**src/rtl/demux_rr_distributor_if.sv**
```systemverilog
// Handshake bundle for the 1-to-4 round-robin distributor: upstream word stream,
// four downstream lanes, and the pointer/counter status outputs.
interface demux_rr_distributor_if #(
    parameter int WIDTH = 8
);
    logic                 en_n;
    logic                 mode;
    logic [WIDTH-1:0]     in_data;
    logic [1:0]           in_sel;
    logic                 in_valid;
    logic                 in_ready;
    logic [4*WIDTH-1:0]   out_data;
    logic [3:0]           out_valid;
    logic [3:0]           out_ready;
    logic [1:0]           rr_ptr;
    logic [15:0]          xfer_cnt;

    modport master (
        output en_n, mode, in_data, in_sel, in_valid, out_ready,
        input  in_ready, out_data, out_valid, rr_ptr, xfer_cnt
    );

    modport slave (
        input  en_n, mode, in_data, in_sel, in_valid, out_ready,
        output in_ready, out_data, out_valid, rr_ptr, xfer_cnt
    );
endinterface

```
**src/rtl/demux_rr_distributor.sv**
```systemverilog
// Distributes each accepted word to one of four one-entry lane registers (RR or addressed), 1-cycle latency.
// Back-pressure is per target lane: a full lane that is not draining stalls input, never skipped.
module demux_rr_distributor #(
    parameter int WIDTH = 8
) (
    input  logic                    clk,
    input  logic                    rst_n,
    demux_rr_distributor_if.slave   bus
);
    logic [1:0]         w_tgt;
    logic               w_in_ready;
    logic               w_accept;

    logic [4*WIDTH-1:0] r_out_data;
    logic [3:0]         r_out_valid;
    logic [1:0]         r_rr_ptr;
    logic [15:0]        r_xfer_cnt;

    assign w_tgt      = bus.mode ? bus.in_sel : r_rr_ptr;
    // A lane draining this cycle can take a new word on the same edge.
    assign w_in_ready = ~bus.en_n & (~r_out_valid[w_tgt] | bus.out_ready[w_tgt]);
    assign w_accept   = bus.in_valid & w_in_ready;

    always_ff @(posedge clk or negedge rst_n) begin
        if (!rst_n) begin
            r_out_data  <= '0;
            r_out_valid <= 4'b0000;
        end else begin
            for (int i = 0; i < 4; i++) begin
                if (w_accept && (w_tgt == 2'(i))) begin
                    r_out_data[i*WIDTH +: WIDTH] <= bus.in_data;
                    r_out_valid[i]               <= 1'b1;
                end else if (r_out_valid[i] && bus.out_ready[i]) begin
                    r_out_valid[i]               <= 1'b0;
                end
            end
        end
    end

    always_ff @(posedge clk or negedge rst_n) begin
        if (!rst_n) begin
            r_rr_ptr <= 2'd0;
        end else if (w_accept && !bus.mode) begin
            r_rr_ptr <= r_rr_ptr + 2'd1;
        end
    end

    always_ff @(posedge clk or negedge rst_n) begin
        if (!rst_n) begin
            r_xfer_cnt <= 16'd0;
        end else if (w_accept && (r_xfer_cnt != 16'hFFFF)) begin
            r_xfer_cnt <= r_xfer_cnt + 16'd1;
        end
    end

    assign bus.in_ready  = w_in_ready;
    assign bus.out_data  = r_out_data;
    assign bus.out_valid = r_out_valid;
    assign bus.rr_ptr    = r_rr_ptr;
    assign bus.xfer_cnt  = r_xfer_cnt;
endmodule

```
**src/flat_wrapper.sv**
```systemverilog
// flat-port wrapper written by rule: the top's interface ports become plain ports
module demux_rr_distributor_flat 
#(
    parameter int WIDTH = 8
)
  (clk, rst_n, bus_en_n, bus_mode, bus_in_data, bus_in_sel, bus_in_valid, bus_out_ready, bus_in_ready, bus_out_data, bus_out_valid, bus_rr_ptr, bus_xfer_cnt);
  demux_rr_distributor_if #(.WIDTH(WIDTH)) bus_i ();
  input  logic clk;
  input  logic rst_n;
  input wire logic [$bits(bus_i.en_n)-1:0] bus_en_n;
  input wire logic [$bits(bus_i.mode)-1:0] bus_mode;
  input wire logic [$bits(bus_i.in_data)-1:0] bus_in_data;
  input wire logic [$bits(bus_i.in_sel)-1:0] bus_in_sel;
  input wire logic [$bits(bus_i.in_valid)-1:0] bus_in_valid;
  input wire logic [$bits(bus_i.out_ready)-1:0] bus_out_ready;
  output wire logic [$bits(bus_i.in_ready)-1:0] bus_in_ready;
  output wire logic [$bits(bus_i.out_data)-1:0] bus_out_data;
  output wire logic [$bits(bus_i.out_valid)-1:0] bus_out_valid;
  output wire logic [$bits(bus_i.rr_ptr)-1:0] bus_rr_ptr;
  output wire logic [$bits(bus_i.xfer_cnt)-1:0] bus_xfer_cnt;
  assign bus_i.en_n = bus_en_n;
  assign bus_i.mode = bus_mode;
  assign bus_i.in_data = bus_in_data;
  assign bus_i.in_sel = bus_in_sel;
  assign bus_i.in_valid = bus_in_valid;
  assign bus_i.out_ready = bus_out_ready;
  assign bus_in_ready = bus_i.in_ready;
  assign bus_out_data = bus_i.out_data;
  assign bus_out_valid = bus_i.out_valid;
  assign bus_rr_ptr = bus_i.rr_ptr;
  assign bus_xfer_cnt = bus_i.xfer_cnt;
  demux_rr_distributor #(.WIDTH(WIDTH)) u_core (.clk(clk), .rst_n(rst_n), .bus(bus_i));
endmodule
```
**config.mk**
```make
export PLATFORM = sky130hd
export DESIGN_NAME = demux_rr_distributor_flat
export DESIGN_NICKNAME = d
export VERILOG_FILES = /design/src/rtl/demux_rr_distributor_if.sv /design/src/rtl/demux_rr_distributor.sv /design/src/flat_wrapper.sv
export SDC_FILE = /design/constraint.sdc
export NUM_CORES = 1
export LEC_CHECK = 0
export CAP_MARGIN = 10
export CORE_ASPECT_RATIO = 1.5
export CORE_MARGIN = 2
export CORE_UTILIZATION = 30
export DETAILED_ROUTE_END_ITERATION = 8
export PLACE_DENSITY_LB_ADDON = 0.08
export SLEW_MARGIN = 20
export SYNTH_ARGS = -nofsm -noshare
export SYNTH_HDL_FRONTEND = slang
export SYNTH_SLANG_ARGS = --single-unit
export TNS_END_PERCENT = 20
```
**constraint.sdc**
```tcl
create_clock -name clk -period 1.87 [get_ports clk]
set_input_delay 0.2805 -clock clk [delete_from_list [all_inputs] [get_ports clk]]
set_output_delay 0.2805 -clock clk [all_outputs]
set_load 0.005 [all_outputs]
```
== Yosys cells after proc, flatten, opt, wreduce, memory -nomap -nowiden ==
Cells that the tools add are included.

* Flip-flop bits (word level): 54
* Latch bits: 0
* Memory bits (writable): 0
* Memory bits (read-only): 0
* Input port bits: 19
* Output and inout port bits: 55
* Memories: 0

* $add $sub $neg: 2
* Multipliers: 0
* Divide/modulo/power cells: 0
* $lt $le $gt $ge: 1
* Eq/ne operators: 4
* Shift operators: 0
* Muxes and demuxes: 13
* Bitwise operators: 5
* Reduce and logical (&&, ||, !) cells: 16

{| class="wikitable"
|+ Operators by type and width
! kind !! count
|-
| $add A16 B1 Y16 const B || 1
|-
| $ne A16 B16 Y1 const B || 1
|-
| $logic_and A1 B1 Y1 || 10
|-
| $mux W1 || 10
|-
| $reduce_bool A2 Y1 || 4
|-
| $bmux W1 S2 || 2
|-
| $eq A2 B2 Y1 const B || 2
|-
| $lt A2 B3 Y1 const B || 1
|-
| $add A2 B1 Y2 const B || 1
|-
| $and A1 B1 Y1 || 2
|-
| $eq A2 B1 Y1 const B || 1
|-
| $logic_not A2 Y1 || 1
|-
| $mux W2 || 1
|-
| $not A1 Y1 || 2
|-
| $logic_not A1 Y1 || 1
|-
| $or A1 B1 Y1 || 1
|}

== Logic depth before layout (Yosys ltp) ==
* Word-level depth: 9
* Gate-level depth with buffers: 6

== Worst setup path after synthesis ==
Ideal clock, no wire load.

* Kind: register to register
* From: register u_core.r_rr_ptr[1] (netlist: u_core.bus.rr_ptr[1])
* To: register u_core.r_xfer_cnt[1] (netlist: u_core.bus.xfer_cnt[1])
* Arrival time: 1762 ps
* Required time: 1745 ps
* Path slack: -16 ps
* Stages on the path, launching flop included: 6
* Path buffers: 0
* Period minus slack after synthesis: 1886 ps
* Cells stage by stage: dfrtp_1 -> mux2i_4 -> mux2_4 -> a22o_4 -> nand2_1 -> mux2_2

* Cells in the longest elaborated chain, start to end: 8
* Elaborated cells between the ends (all ways): 10
* Those cells by class: 5 x mux; 4 x bitwise; 1 x reduce/logical

{| class="wikitable"
|+ RTL lines
! element !! RTL line !! text
|-
| start, declared || demux_rr_distributor.sv:16 || <nowiki>logic [1:0] r_rr_ptr;</nowiki>
|-
| start signal, assigned || demux_rr_distributor.sv:44 || <nowiki>r_rr_ptr <= r_rr_ptr + 2'd1;</nowiki>
|-
| $mux W2 (*) || demux_rr_distributor.sv:19 || <nowiki>assign w_tgt = bus.mode ? bus.in_sel : r_rr_ptr;</nowiki>
|-
| $bmux W1 S2 || demux_rr_distributor.sv:21 || <nowiki>assign w_in_ready = ~bus.en_n & (~r_out_valid[w_tgt] | bus.out_ready[w_tgt]);</nowiki>
|-
| $mux W1 (not written as such) || demux_rr_distributor.sv:21 ||
|-
| $not A1 Y1 || demux_rr_distributor.sv:21 ||
|-
| $or A1 B1 Y1 (*) || demux_rr_distributor.sv:21 ||
|-
| $and A1 B1 Y1 (*) || demux_rr_distributor.sv:21 ||
|-
| $and A1 B1 Y1 (*) || demux_rr_distributor.sv:22 || <nowiki>assign w_accept = bus.in_valid & w_in_ready;</nowiki>
|-
| $logic_and A1 B1 Y1 (*) || demux_rr_distributor.sv:51 || <nowiki>end else if (w_accept && (r_xfer_cnt != 16'hFFFF)) begin</nowiki>
|-
| end signal, assigned || demux_rr_distributor.sv:52 || <nowiki>r_xfer_cnt <= r_xfer_cnt + 16'd1;</nowiki>
|-
| end, declared || demux_rr_distributor.sv:17 || <nowiki>logic [15:0] r_xfer_cnt;</nowiki>
|}

Every way passes the cells marked *; elsewhere a longest branch is shown, timed or not. The select of a mux whose other input is x is not followed.
A chain may end at the register's enable or synchronous reset.

== Worst setup path after layout ==
* From: input bus_mode
* To: register u_core.r_xfer_cnt[13] (netlist: u_core.bus.xfer_cnt[13])

* Cells in the longest elaborated chain, start to end: 8
* Elaborated cells between the ends (all ways): 10
* Those cells by class: 5 x mux; 4 x bitwise; 1 x reduce/logical

{| class="wikitable"
|+ RTL lines
! element !! RTL line !! text
|-
| start, declared || flat_wrapper.sv:11 || <nowiki>input wire logic [$bits(bus_i.mode)-1:0] bus_mode;</nowiki>
|-
| $mux W2 (*) || demux_rr_distributor.sv:19 ||
|-
| $bmux W1 S2 || demux_rr_distributor.sv:21 ||
|-
| $mux W1 (not written as such) || demux_rr_distributor.sv:21 ||
|-
| $not A1 Y1 || demux_rr_distributor.sv:21 ||
|-
| $or A1 B1 Y1 (*) || demux_rr_distributor.sv:21 ||
|-
| $and A1 B1 Y1 (*) || demux_rr_distributor.sv:21 ||
|-
| $and A1 B1 Y1 (*) || demux_rr_distributor.sv:22 ||
|-
| $logic_and A1 B1 Y1 (*) || demux_rr_distributor.sv:51 ||
|}

Marks and branches as above.

==> results.toml <==
[detailed_routing]
wl_per_cell_um = 14.7
vias = 1706
first_iter_violations = 33
viasPerCell = 4.45
drcViolationCount = 0
wl_um = 5610
first_pass_iters = 4
final_antenna_net_count = 0

[finish]
syn2layout_area_growth_pct = 55.2
diodes = 0
drive_gt1_frac = 0.310
final_cell_mix = "clkdlybuf4s50_1, dfrtp_1, mux2_2"
layout.area.seq_sq_um = 1350
final_core_util = 0.481
n_fill_cell = 733
multi_input_area_sq_um = 1010
final_common_cell = "clkdlybuf4s50_1"
final_nets = 300

[synthesis]
synth-seq-cells = 54
syn_area_per_cell_sq_um = 13.8
synth_cell_types = 33
syn_inst = 171
seq_area_frac_synth = 0.572
synth-edff-count = 0
synth_nets = 191
synth_area_sq_um = 2360
synth_flop_cell = "dfrtp_1"
yosysWarnings = 0
synthArstFlopShare = 1.00

[timing]
hold_ws_ps = 501
setup_violations = 0
fin_ws_ps = 39.8
final_hold_viol_count = 0
fin_skew_ps = 4.52
rsz0062_at_grt = "true"
tightest_slew_ps = 356
fmax_mhz = 546
fin_crit_sh = 0.979
max_slew_margin = 0.763
min_period_ps = 1830
slew_viol_final = 0

[critical_path]
crit_top_cell = "buf_4"
crit_chain = "dlygate4sd2_1 -> buf_4 -> mux2i_2 -> buf_4 -> nor4_1 -> a32oi_2 -> buf_4 -> nor3_1 -> xor2_1"
crit_buf_inv = 4
crit_family = "buffers and inverters"
crit_type = "in2reg"
end_kind = "register"
arrival_ps = 2050
path_max_fanout = 5
start_kind = "input port"
cp_data_required_time_ps = 2090
cp_slowest_cell = "nor4_1"
cpPeakStageDelay_ps = 320

[grt]
antenna_found_initial = 0
grt_pass1_vias = 1761
grtUsageTotal = 0.136
grt_max_degree = 55
grt.overflow.total = 0
grt_pass1_wl_um = 9150

[clock_network]
insertion_delay_ps = 290
clk_path_buf_depth = 2
tritoncts = "built"
path_clk_slew_ps = 70
cts_made_buffers = 5
root_buffer = "clkbuf_16"
clock_sinks = 54
htreeDepth = 2

[floorplanning]
initial_core_util = 0.310
die_w_um = 76.4
core-area_sq_um = 7610
ios = 74
fp.dieH_um = 113
rows = 39
design.die.area_sq_um = 8610

[pwr]
leakagePower_nw = 1.55
clkPwrFrac = 0.209
power_density_nw_per_um2 = 1290
comb_power_share = 0.390
sw_frac_of_total = 0.265
peakVddDrop_v = 0.000762
power.switching_mw = 1.25
pwr-share-seq = 0.401
p_int_mw = 3.47

[job]
maxCapViolations = 0

[place]
io_buffer_count = 73
hpwl_um = 4210
place_ws_ps = -557
routabilityCongestion = 0.764

[hold_path]
min_path_type = "reg2reg"

[outcome]
status = "complete, no violations"
[layout make-up]
cell class              instances  share of cell area
repair buffers                103               0.276
flip-flops and latches         54               0.369
clock inverters                 1             0.00239
clock buffers                   7              0.0417
multi-input cells             115               0.275
well taps                     102              0.0348
inverters                       1             0.00102
[per-stage QoR]
stage / area [sq um] / TNS, ps / total power [mW] / std cells
after floorplan: 2360 / -28.1 / 2.52 / 171
after detailed placement: 3480 / -21990 / 3.79 / 373
final: 3660 / 0 / 4.72 / 383
after global placement: 3480 / -22090 / 3.77 / 373
after CTS: 3660 / 0 / 4.81 / 383
after global routing: 3660 / -71.8 / 5.02 / 383
[synthesized netlist by cell type, types with 2 or more instances]
library cell / count / area, sq um
nand3_1: 13 / 65.1
nand2_1: 8 / 30.0
nand4_2: 2 / 25.0
nand2b_1: 6 / 37.5
mux2_2: 34 / 383
nor3_1: 3 / 15.0
a21oi_1: 2 / 10.0
and3_1: 5 / 31.3
xnor2_1: 14 / 123
nand4b_1: 2 / 17.5
nor2_1: 4 / 15.0
nand3b_1: 2 / 15.0
dfrtp_1: 54 / 1350
o21ai_0: 2 / 10.0
nor2b_1: 2 / 12.5
[kinds of logic (layout without fill, tap and decap cells)]
logic type	Yosys count	in the layout	share of synthesized area
AOI/OAI and AO/OA	6	6	0.0228
xor gates and xnor gates	15	15	0.0556
adders and majority gates	1	1	0.00530
DFF	54	54	0.572
muxes	39	39	0.193
buffers and inverters	2	112	0.00636
and+or+nand+nor	54	54	0.145
[worst paths after layout]
kind | endpoint | start | cells after the start | slack [ps]
worst max-delay path | u_core.bus.xfer_cnt[13]$_DFFE_PN0P_ | bus_mode | 9 | 40
worst min-delay path | u_core.bus.xfer_cnt[9]$_DFFE_PN0P_ | u_core.bus.xfer_cnt[9]$_DFFE_PN0P_ | 1 | 500
worst max register to register | u_core.bus.xfer_cnt[13]$_DFFE_PN0P_ | u_core.bus.rr_ptr[1]$_DFFE_PN0P_ | 8 | 50
worst min register to register | u_core.bus.xfer_cnt[9]$_DFFE_PN0P_ | u_core.bus.xfer_cnt[9]$_DFFE_PN0P_ | 1 | 500
max in group asynchronous | u_core.bus.out_data[19]$_DFFE_PN0P_ | rst_n | 3 | 1090
min in group asynchronous | u_core.bus.xfer_cnt[3]$_DFFE_PN0P_ | rst_n | 3 | 520
[power by group through the flow]
stage,registers (mW),clock network [mW],logic (mW)
detailed placement,1.92,0,1.87
global placement,1.91,0,1.86
floorplan,1.92,0,0.598
global route,1.96,1.08,1.98
CTS,1.91,1.02,1.88
finish,1.89,0.986,1.84
[layer usage]
metal	up-vias	share of wire	track usage	routed length [um]
met5	-	0	0	0
met4	0	0.0082	0.0400	46
met3	5	0.041	0.0322	228
met2	41	0.56	0.249	3170
met1	835	0.39	0.156	2170
li1	825	-	-	-
[flip-flops by register name, indices dropped and copies added (netlist names)]
signal / cells
u_core.bus.out_valid: 4
u_core.bus.out_data: 32
u_core.bus.xfer_cnt: 16
u_core.bus.rr_ptr: 2
[timing repair]
action | CTS | global route
pin swaps | 1 | 2
buffers inserted | 1 | 0
gates resized for setup | 8 | 2
hold endpoints to repair | 54 | 0
cloned | 0 | 0
hold buffers | 1 | 0
endpoints found under the setup margin | 51 | 9
[worst register-to-register path, cell delays in order, from the launching register on]
cell and delay, ps:
dfrtp_1 410, mux2i_4 210, mux2i_1 270, buf_4 150, buf_6 90, a32oi_2 50
buf_4 150, nor3_1 250, xor2_1 160
Note: power is estimated with default switching activity, not from simulation.
